--- src/rtl/press_classifier.sv ---
// Button press classifier: turns a debounced button level into short, long and
// double-click pulses, plus a held level and a wrapping count of classified events.
`timescale 1ns/1ps

module press_classifier #(
  parameter int LONG_LIMIT = 25_000_000,
  parameter int DOUBLE_GAP = 6_250_000
) (
  input  logic       i_clk,
  input  logic       i_rst,
  input  logic       i_debounced,
  output logic       o_short_pulse,
  output logic       o_long_pulse,
  output logic       o_double_pulse,
  output logic       o_held,
  output logic [7:0] o_event_count
);

  localparam int CNT_MAX = (LONG_LIMIT > DOUBLE_GAP) ? LONG_LIMIT : DOUBLE_GAP;
  localparam int CNT_W   = $clog2(CNT_MAX);

  localparam logic [CNT_W-1:0] LONG_LAST = CNT_W'(LONG_LIMIT - 1);
  localparam logic [CNT_W-1:0] GAP_LAST  = CNT_W'(DOUBLE_GAP - 1);
  localparam logic [CNT_W-1:0] CNT_ONE   = CNT_W'(1);

  localparam logic [2:0] S_IDLE      = 3'd0;
  localparam logic [2:0] S_PRESS1    = 3'd1;
  localparam logic [2:0] S_WAIT_GAP  = 3'd2;
  localparam logic [2:0] S_PRESS2    = 3'd3;
  localparam logic [2:0] S_LONG_HOLD = 3'd4;

  logic [2:0]       state;
  logic [2:0]       state_nxt;
  logic [CNT_W-1:0] count;
  logic [CNT_W-1:0] count_nxt;
  logic             r_prev;
  logic             rise;
  logic             short_nxt;
  logic             long_nxt;
  logic             double_nxt;
  logic             any_event;

  assign rise      = i_debounced & ~r_prev;
  assign any_event = short_nxt | long_nxt | double_nxt;
  assign o_held    = (state == S_LONG_HOLD);

  // NOTE: every output of this block gets a default before the case, so no
  // path leaves a signal unassigned and no latch is inferred.
  always_comb begin
    state_nxt  = state;
    count_nxt  = count;
    short_nxt  = 1'b0;
    long_nxt   = 1'b0;
    double_nxt = 1'b0;

    case (state)
      S_IDLE: begin
        if (rise) begin
          state_nxt = S_PRESS1;
          count_nxt = '0;
        end
      end

      S_PRESS1: begin
        if (i_debounced) begin
          if (count == LONG_LAST) begin
            state_nxt = S_LONG_HOLD;
            count_nxt = '0;
            long_nxt  = 1'b1;
          end else begin
            count_nxt = count + CNT_ONE;
          end
        end else begin
          state_nxt = S_WAIT_GAP;
          count_nxt = '0;
        end
      end

      // A press on the final gap cycle still counts as the second click.
      S_WAIT_GAP: begin
        if (i_debounced) begin
          state_nxt = S_PRESS2;
          count_nxt = '0;
        end else if (count == GAP_LAST) begin
          state_nxt = S_IDLE;
          count_nxt = '0;
          short_nxt = 1'b1;
        end else begin
          count_nxt = count + CNT_ONE;
        end
      end

      S_PRESS2: begin
        if (!i_debounced) begin
          state_nxt  = S_IDLE;
          count_nxt  = '0;
          double_nxt = 1'b1;
        end
      end

      S_LONG_HOLD: begin
        if (!i_debounced) begin
          state_nxt = S_IDLE;
          count_nxt = '0;
        end
      end

      default: begin
        state_nxt = S_IDLE;
        count_nxt = '0;
      end
    endcase
  end

  // NOTE: registers are updated with non-blocking assignments so every flop
  // samples the values from before the edge, independent of statement order.
  always_ff @(posedge i_clk) begin
    if (i_rst) begin
      state          <= S_IDLE;
      count          <= '0;
      r_prev         <= 1'b1;
      o_short_pulse  <= 1'b0;
      o_long_pulse   <= 1'b0;
      o_double_pulse <= 1'b0;
      o_event_count  <= 8'd0;
    end else begin
      state          <= state_nxt;
      count          <= count_nxt;
      r_prev         <= i_debounced;
      o_short_pulse  <= short_nxt;
      o_long_pulse   <= long_nxt;
      o_double_pulse <= double_nxt;
      if (any_event) begin
        o_event_count <= o_event_count + 8'd1;
      end
    end
  end

endmodule

--- config.mk ---
export PLATFORM = sky130hd
export DESIGN_NAME = press_classifier
export DESIGN_NICKNAME = d
export VERILOG_FILES = /design/src/rtl/press_classifier.sv
export SDC_FILE = /design/constraint.sdc
export NUM_CORES = 1
export LEC_CHECK = 0
export ABC_AREA = 1
export CAP_MARGIN = 20
export CORE_AREA = 8 8 94 88
export CTS_CLUSTER_DIAMETER = 200
export CTS_CLUSTER_SIZE = 40
export DETAILED_ROUTE_END_ITERATION = 12
export DIE_AREA = 0 0 102 96
export HOLD_SLACK_MARGIN = 0.03
export MAX_ROUTING_LAYER = met4
export SYNTH_ARGS = -nofsm -noshare
export SYNTH_HDL_FRONTEND = slang
export SYNTH_SLANG_ARGS = --single-unit
--- constraint.sdc ---
create_clock -name i_clk -period 2.2 [get_ports i_clk]
set_clock_uncertainty 0.15 [all_clocks]
set_input_delay 0.44 -clock i_clk [delete_from_list [all_inputs] [get_ports i_clk]]
set_output_delay 0.44 -clock i_clk [all_outputs]
set_load 0.02 [all_outputs]
## Yosys cells after proc, flatten, opt, wreduce, memory -nomap -nowiden

Cells that the tools add are included.
Widths: inputs -> output; s select.

| storage, ports and cells | value |
|---|---|
| register bits after elaboration | 40 |
| input port bits | 3 |
| output and inout bits | 12 |
| logic and storage cells | 49 |

| operators by class | value |
|---|---|
| $add $sub $neg | 2 |
| eq/ne operators | 10 |
| mux-type cells | 22 |
| bitwise operators | 4 |
| reduce and logical (&&, ||, !) cells | 4 |

Operators with widths:

| operator | count |
|---|---|
| $mux 25 | 6 |
| $pmux 25 s4 | 1 |
| $add 25x1->25 const B | 1 |
| $eq 25x23->1 const B | 1 |
| $eq 25x25->1 const B | 1 |
| $mux 3 | 6 |
| $pmux 3 s4 | 1 |
| $add 8x1->8 const B | 1 |
| $mux 1 | 8 |
| $eq 3x2->1 const B | 2 |
| $ne 3x3->1 const B | 2 |
| $ne 2x2->1 const B | 2 |
| $reduce_and 4->1 | 1 |
| $eq 3x1->1 const B | 1 |
| $eq 3x3->1 const B | 1 |
| $logic_not 3->1 | 1 |
| $or 1x1->1 | 2 |
| $reduce_and 2->1 | 1 |
| $reduce_or 2->1 | 1 |
| $and 1x1->1 | 1 |
| $not 1->1 | 1 |

## Longest topological paths before layout

| logic depth | value |
|---|---|
| depth after elaboration | 6 |
| gate-level depth with buffers | 13 |
| depth with buffers taken out | 11 |

## Least setup slack after synthesis

No wires, ideal clock.

| path | value |
|---|---|
| kind | reg-to-reg |
| from | register count[0] |
| to | register count[19] |
| setup time | 0.114 ns |
| arrival time | 1.426 ns |
| data required time | 1.936 ns |
| setup slack | 0.509 ns |
| stages on the path, launching flop included | 12 |
| buffers on the path | 1 |
| clock period less this slack | 1.691 ns |
| path through | dfxtp_1 -> ha_1 -> nand3_1 -> nor2_2 -> inv_2 -> nor2_1 -> nand2_1 -> nand2_2 -> nand3_2 -> nand2_1 -> buf_4 -> nor2_1 |

| on the way | value |
|---|---|
| cells in the longest elaborated chain, start to end | 4 |
| elaborated cells on any way between the ends | 8 |
| classes of those cells | add/sub: 1; eq/ne: 2; mux: 5 |

RTL lines:

| element | RTL line | RTL |
|---|---|---|
| start, declared | 34 | `logic [CNT_W-1:0] count;` |
| start signal, assigned | 128 | `count <= count_nxt;` |
| $add 25x1->25 (tied with other cells) | 71, 89 |  |
| $mux 25, on equally long branches | 84, 66 |  |
| $mux 25, on equally long branches | 81, 65 |  |
| $pmux 25 s4 * | 56 | `case (state)` |

Mark *: on every way between the ends. The rest lies on a longest branch, timed or not.
A chain may end at the register's enable or synchronous reset.

## Final worst setup path

| path | value |
|---|---|
| from | register o_event_count[2] |
| to | output o_event_count[2] |

RTL lines:

| element | RTL line | RTL |
|---|---|---|
| start, declared | 16 | `output logic [7:0] o_event_count` |
| start signal, assigned | 134 | `o_event_count <= o_event_count + 8'd1;` |

No word-level cell between the ends.

==> impl_metrics.env <==
export IMPL_path_class="reg -> out"
export IMPL_grt_pass1_vias=2370
export IMPL_synth_top_family_by_area="simple AND/OR/NAND/NOR gates"
export IMPL_rsz0062_at_grt="false"
export IMPL_n_antenna_cell=0
export IMPL_cp_top_family="buffers and inverters"
export IMPL_avgSynthCellArea_sq_um=6.44
export IMPL_worstHoldPathCells=2
export IMPL_pre_cts_ws_ns=0.0140
export IMPL_gp_congestion=0.894
export IMPL_synthesis_nets=374
export IMPL_vias=2409
export IMPL_cp_slowest_cell="clkdlybuf4s50_1"
export IMPL_async_flop_share_pct=0
export IMPL_maxCapViolCount=0
export IMPL_min_to="count[1]"
export IMPL_drive_above_1_share_pct=13.7
export IMPL_synthXorXnorAreaFrac_pct=4.05
export IMPL_hold_class="reg -> reg"
export IMPL_cp_required_ns=1.61
export IMPL_period_minus_slack_ns=1.96
export IMPL_p_per_area_nw_per_um2=693
export IMPL_timing_fmax_mhz=511
export IMPL_peakVddDrop_uv=292
export IMPL_cp_max_fo=5
export IMPL_cp_start_kind="flip-flop"
export IMPL_cts_tree="done"
export IMPL_grt_overflow_total=0
export IMPL_cts_clk_slew_worst_paths_ns=0.08
export IMPL_grt_use_total_pct=14.6
export IMPL_antenna_left=0
export IMPL_post_route_period_util_pct=88.9
export IMPL_cp_end_kind="output port"
export IMPL_clk_latency_ns=0.29
export IMPL_synth_compound_area_share_pct=8.00
export IMPL_fillers=728
export IMPL_io_pins=15
export IMPL_synth_cells=369
export IMPL_worst_pin_slew_ns=0.396
export IMPL_dieArea_sq_um=9790
export IMPL_reg2reg_to="count[19]"
export IMPL_slew_viol_final=0
export IMPL_setup_viol=0
export IMPL_synth_area_mux_share_pct=0
export IMPL_dr_pass1_iters=4
export IMPL_relSlewSlack_pct=73.4
export IMPL_cts_made_buffers=5
export IMPL_ys_flop_type="dfxtp_1"
export IMPL_root_buffer="clkbuf_8"
export IMPL_synth_edf_count=0
export IMPL_r2r_cells=11
export IMPL_cp_arrival_ns=1.37
export IMPL_ctsHtreeMaxLevel=2
export IMPL_finalWirelength_um=6390
export IMPL_syn_area_sq_um=2380
export IMPL_mostFrequentLayoutCell="nand2_1"
export IMPL_ys_ff_latch=40
export IMPL_r2r_slack_ns=0.29
export IMPL_grt_pass1_wl_um=11100
export IMPL_synthAdderAreaFrac_pct=1.05
export IMPL_post_drt_wl_per_cell_um=12.9
export IMPL_yosysWarnings=0
export IMPL_vias_per_cell=4.87
export IMPL_clockBufferDepth=2
export IMPL_status="completed"
export IMPL_die_x_um=102
export IMPL_first_iter_violations=192
export IMPL_timing_rr_start="count[0]"
export IMPL_seq_area_frac_synth_pct=33.7
export IMPL_core_area_sq_um=6750
export IMPL_die_h_um=96
export IMPL_grt_antenna_before_repair=0
export IMPL_path_cells="clkdlybuf4s50_1"
export IMPL_layout_nets=406
export IMPL_setup_ws_ns=0.244
export IMPL_ys_types=28
export IMPL_area_growth_pct=19.4
export IMPL_clock_sinks=40
export IMPL_grt_max_degree=16
export IMPL_tns_ns=0
export IMPL_path_buf_inv=1
export IMPL_hp_start="count[1]"
export IMPL_crit_cells=1
export IMPL_final_hold_violation_count=0
export IMPL_drc=0
export IMPL_start_util_pct=35.2
export IMPL_port_buffer_count=14
export IMPL_synth_simple_area_share_pct=43.0
export IMPL_cts_hold_buffers=0
export IMPL_num_rows=29
export IMPL_post_route_util_pct=42.1
export IMPL_power_w=0.00197
export IMPL_place_hpwl_um=4990
export IMPL_leakagePower_nw=1.14
export IMPL_slowest_delay_ns=0.64
export IMPL_mostFrequentLayoutCells="nand2_1 (89), nor2_1 (49), inv_1 (43)"
final cells by class:
type                            instances  area [sq um]  share of cell area, %
Tap cell                               93           116                   4.10
Multi-Input combinational cell        271          1330                   47.0
Sequential cell                        40           801                   28.2
Clock inverter                          1          7.51                  0.264
Timing Repair Buffer                   32           303                   10.7
Clock buffer                            7          86.3                   3.04
Inverter                               51           191                   6.74
flip-flops by register name, summed over array words and instances, names as in the netlist:
register and count:
o_event_count 8, o_double_pulse 1, count 25, o_long_pulse 1
r_prev 1, o_short_pulse 1, state 3
synth_stat cells, types with 2 or more instances:
cell | count | share of area (%)
inv_1 | 43 | 6.8
xor2_1 | 9 | 3.3
xnor2_1 | 2 | 0.74
dfxtp_1 | 40 | 34
o21ai_0 | 13 | 2.7
nand4_1 | 22 | 5.8
nor3_1 | 11 | 2.3
nand2_2 | 8 | 2.1
or2_0 | 2 | 0.53
buf_4 | 2 | 0.63
buf_6 | 2 | 0.95
inv_2 | 8 | 1.3
ha_1 | 2 | 1.1
a21o_1 | 2 | 0.63
nand3_2 | 4 | 1.7
nor2_1 | 49 | 7.7
a21oi_1 | 17 | 3.6
buf_2 | 2 | 0.42
nand2_1 | 89 | 14
nand3_1 | 28 | 5.9
nor2_2 | 7 | 1.8
layer usage:
metal  share of wire, %  vias up  global-route usage (%)
met4                1.8        0                    6.11
met3                5.0        8                    2.31
li1                   -     1250                       -
met2                 46       69                    23.1
met5                  0        -                       -
met1                 47     1082                    18.0
kinds of logic after synthesis:
family                     count (synthesis)
xor gates and xnor gates                  11
and+or+nand+nor                          223
adders and majority gates                  2
AOI/OAI and AO/OA                         35
DFF                                       40
buffers and inverters                     58
timing repair:
action,CTS,global route
resized for setup,0,1
setup endpoints to repair,0,1
buffers inserted,0,0
per-stage QoR:
stage               cells  hold WS (ns)  cell area, sq um
floorplan             369         0.312              2380
detailed placement    487         0.344              2740
CTS                   495         0.357              2840
global route          495         0.380              2840
global placement      487         0.329              2740
finish                495         0.350              2840
worst max path at each step:
stage | end | start | slack, ns
4_1_cts | o_held | state[0] | 0.03
5_1_grt | count[10] | count[0] | 0.11
3_3_place_gp | count[18] | i_debounced | 0.06
6_report | o_event_count[2] | o_event_count[2] | 0.24
3_5_place_dp | count[2] | i_debounced | 0.01
2_1_floorplan | count[19] | count[0] | 0.51
report_power, final:
| group | total (W) | internal, W | switching (W) | leakage (nW) |
|---|---|---|---|---|
| combinational | 0.000671 | 0.000277 | 0.000394 | 0.771 |
| sequential | 0.000779 | 0.000750 | 0.0000284 | 0.323 |
| clock | 0.000519 | 0.000255 | 0.000264 | 0.0445 |
| total | 0.00197 | 0.00128 | 0.000686 | 1.14 |
(Power assumes the default switching activity.)
==> RTL change, RTL diff (config.mk and constraints unchanged) <==
Reset style: asynchronous (`i_rst`), changed in one clocked block.
--- a/src/rtl/press_classifier.sv
+++ b/src/rtl/press_classifier.sv
@@ -114,7 +114,7 @@
 
   // NOTE: registers are updated with non-blocking assignments so every flop
   // samples the values from before the edge, independent of statement order.
-  always_ff @(posedge i_clk) begin
+  always_ff @(posedge i_clk or posedge i_rst) begin
     if (i_rst) begin
       state          <= S_IDLE;
       count          <= '0;
Check against the original RTL: differs if i_rst is asserted again (counterexample within 10 cycles, from zero or initial values and one cycle with i_rst high); with i_rst held inactive, the same outputs for 10 cycles.
==> RTL change against the unedited design <==
Worst setup slack better by 0.011 ns; total power increased by 46%; wire length decreased by 9.9%; count of clock-buffer cells in the layout is 2 lower; area after synthesis is 3.7% higher; via count is 7.6% lower; non-clock buffer count fell by 7; maximum frequency increased by 0.54%; cell count fell by 4.4%; sequential cell count unchanged; design area grew 1.9%; die area unchanged; highest routed layer unchanged.
==> RTL change: results <==
export IMPL_grt_max_degree=41
export IMPL_drive_gt1_share_pct=8.16
export IMPL_min_path_type="in2async"
export IMPL_rrSetupSlack_ns=0.25
export IMPL_viasPerCell=4.70
export IMPL_crit_slowest_cell="dfrtp_1"
export IMPL_wl_met2_um=2640
export IMPL_sw_frac_of_total_pct=40.4
export IMPL_multiInputCombCellCount=256
export IMPL_power_w=0.00288
export IMPL_place_ws_ns=0.0277
export IMPL_critical_path_top_delay_family="simple AND/OR/NAND/NOR gates"
export IMPL_cts_resized=1
export IMPL_dr_first_iter_drc_count=137
export IMPL_gr_usage_met2_pct=20.8
export IMPL_max_freq_ghz=0.514
export IMPL_max_vdd_ir_drop_v=0.000419
export IMPL_status="finished clean"
export IMPL_fillCellCount=714
export IMPL_syn_area_per_cell_um2=7.01
export IMPL_wl_met1_um=2710
export IMPL_comb_cell_power_w=0.00129
export IMPL_nNetsFinal=384
export IMPL_grt_pass1_wl_um=10000
export IMPL_top_power_group="combinational cells"
export IMPL_routabilityCongestion=0.918
export IMPL_place_area_um2=2780
export IMPL_globalRouteTotalUtil_pct=13.2
RTL change: cell types whose count changed in the layout (fill, tap and decap cells not counted), sizes merged, moves of 6 or more:
cell   delta
buf       -7
nor2     +21
dfxtp    -40
a21oi    -13
nand3     -6
dfrtp    +39
nand4     -9
nor3      -7
RTL change: cell families (layout without fill, tap and decap cells):
logic type	Yosys count	in the layout	synth area share (%)
AO/OA/AOI/OAI	21	21	4.46
AND/OR/NAND/NOR	219	219	39.2
buffers and inverters	56	84	9.74
flip-flops	40	40	40.6
adder cells (fa/ha/maj)	2	2	1.01
XOR/XNOR	14	14	4.97
RTL change: path summary, 6_finish.rpt:
| kind | to | from |
|---|---|---|
| setup / recovery | count[10] | count[15] |
| hold reg to reg | count[23] | count[23] |
| hold / removal | count[10] | i_rst |
| max in group asynchronous | r_prev | i_rst |
| setup reg to reg | count[10] | count[15] |
| min in group i_clk | count[23] | count[23] |
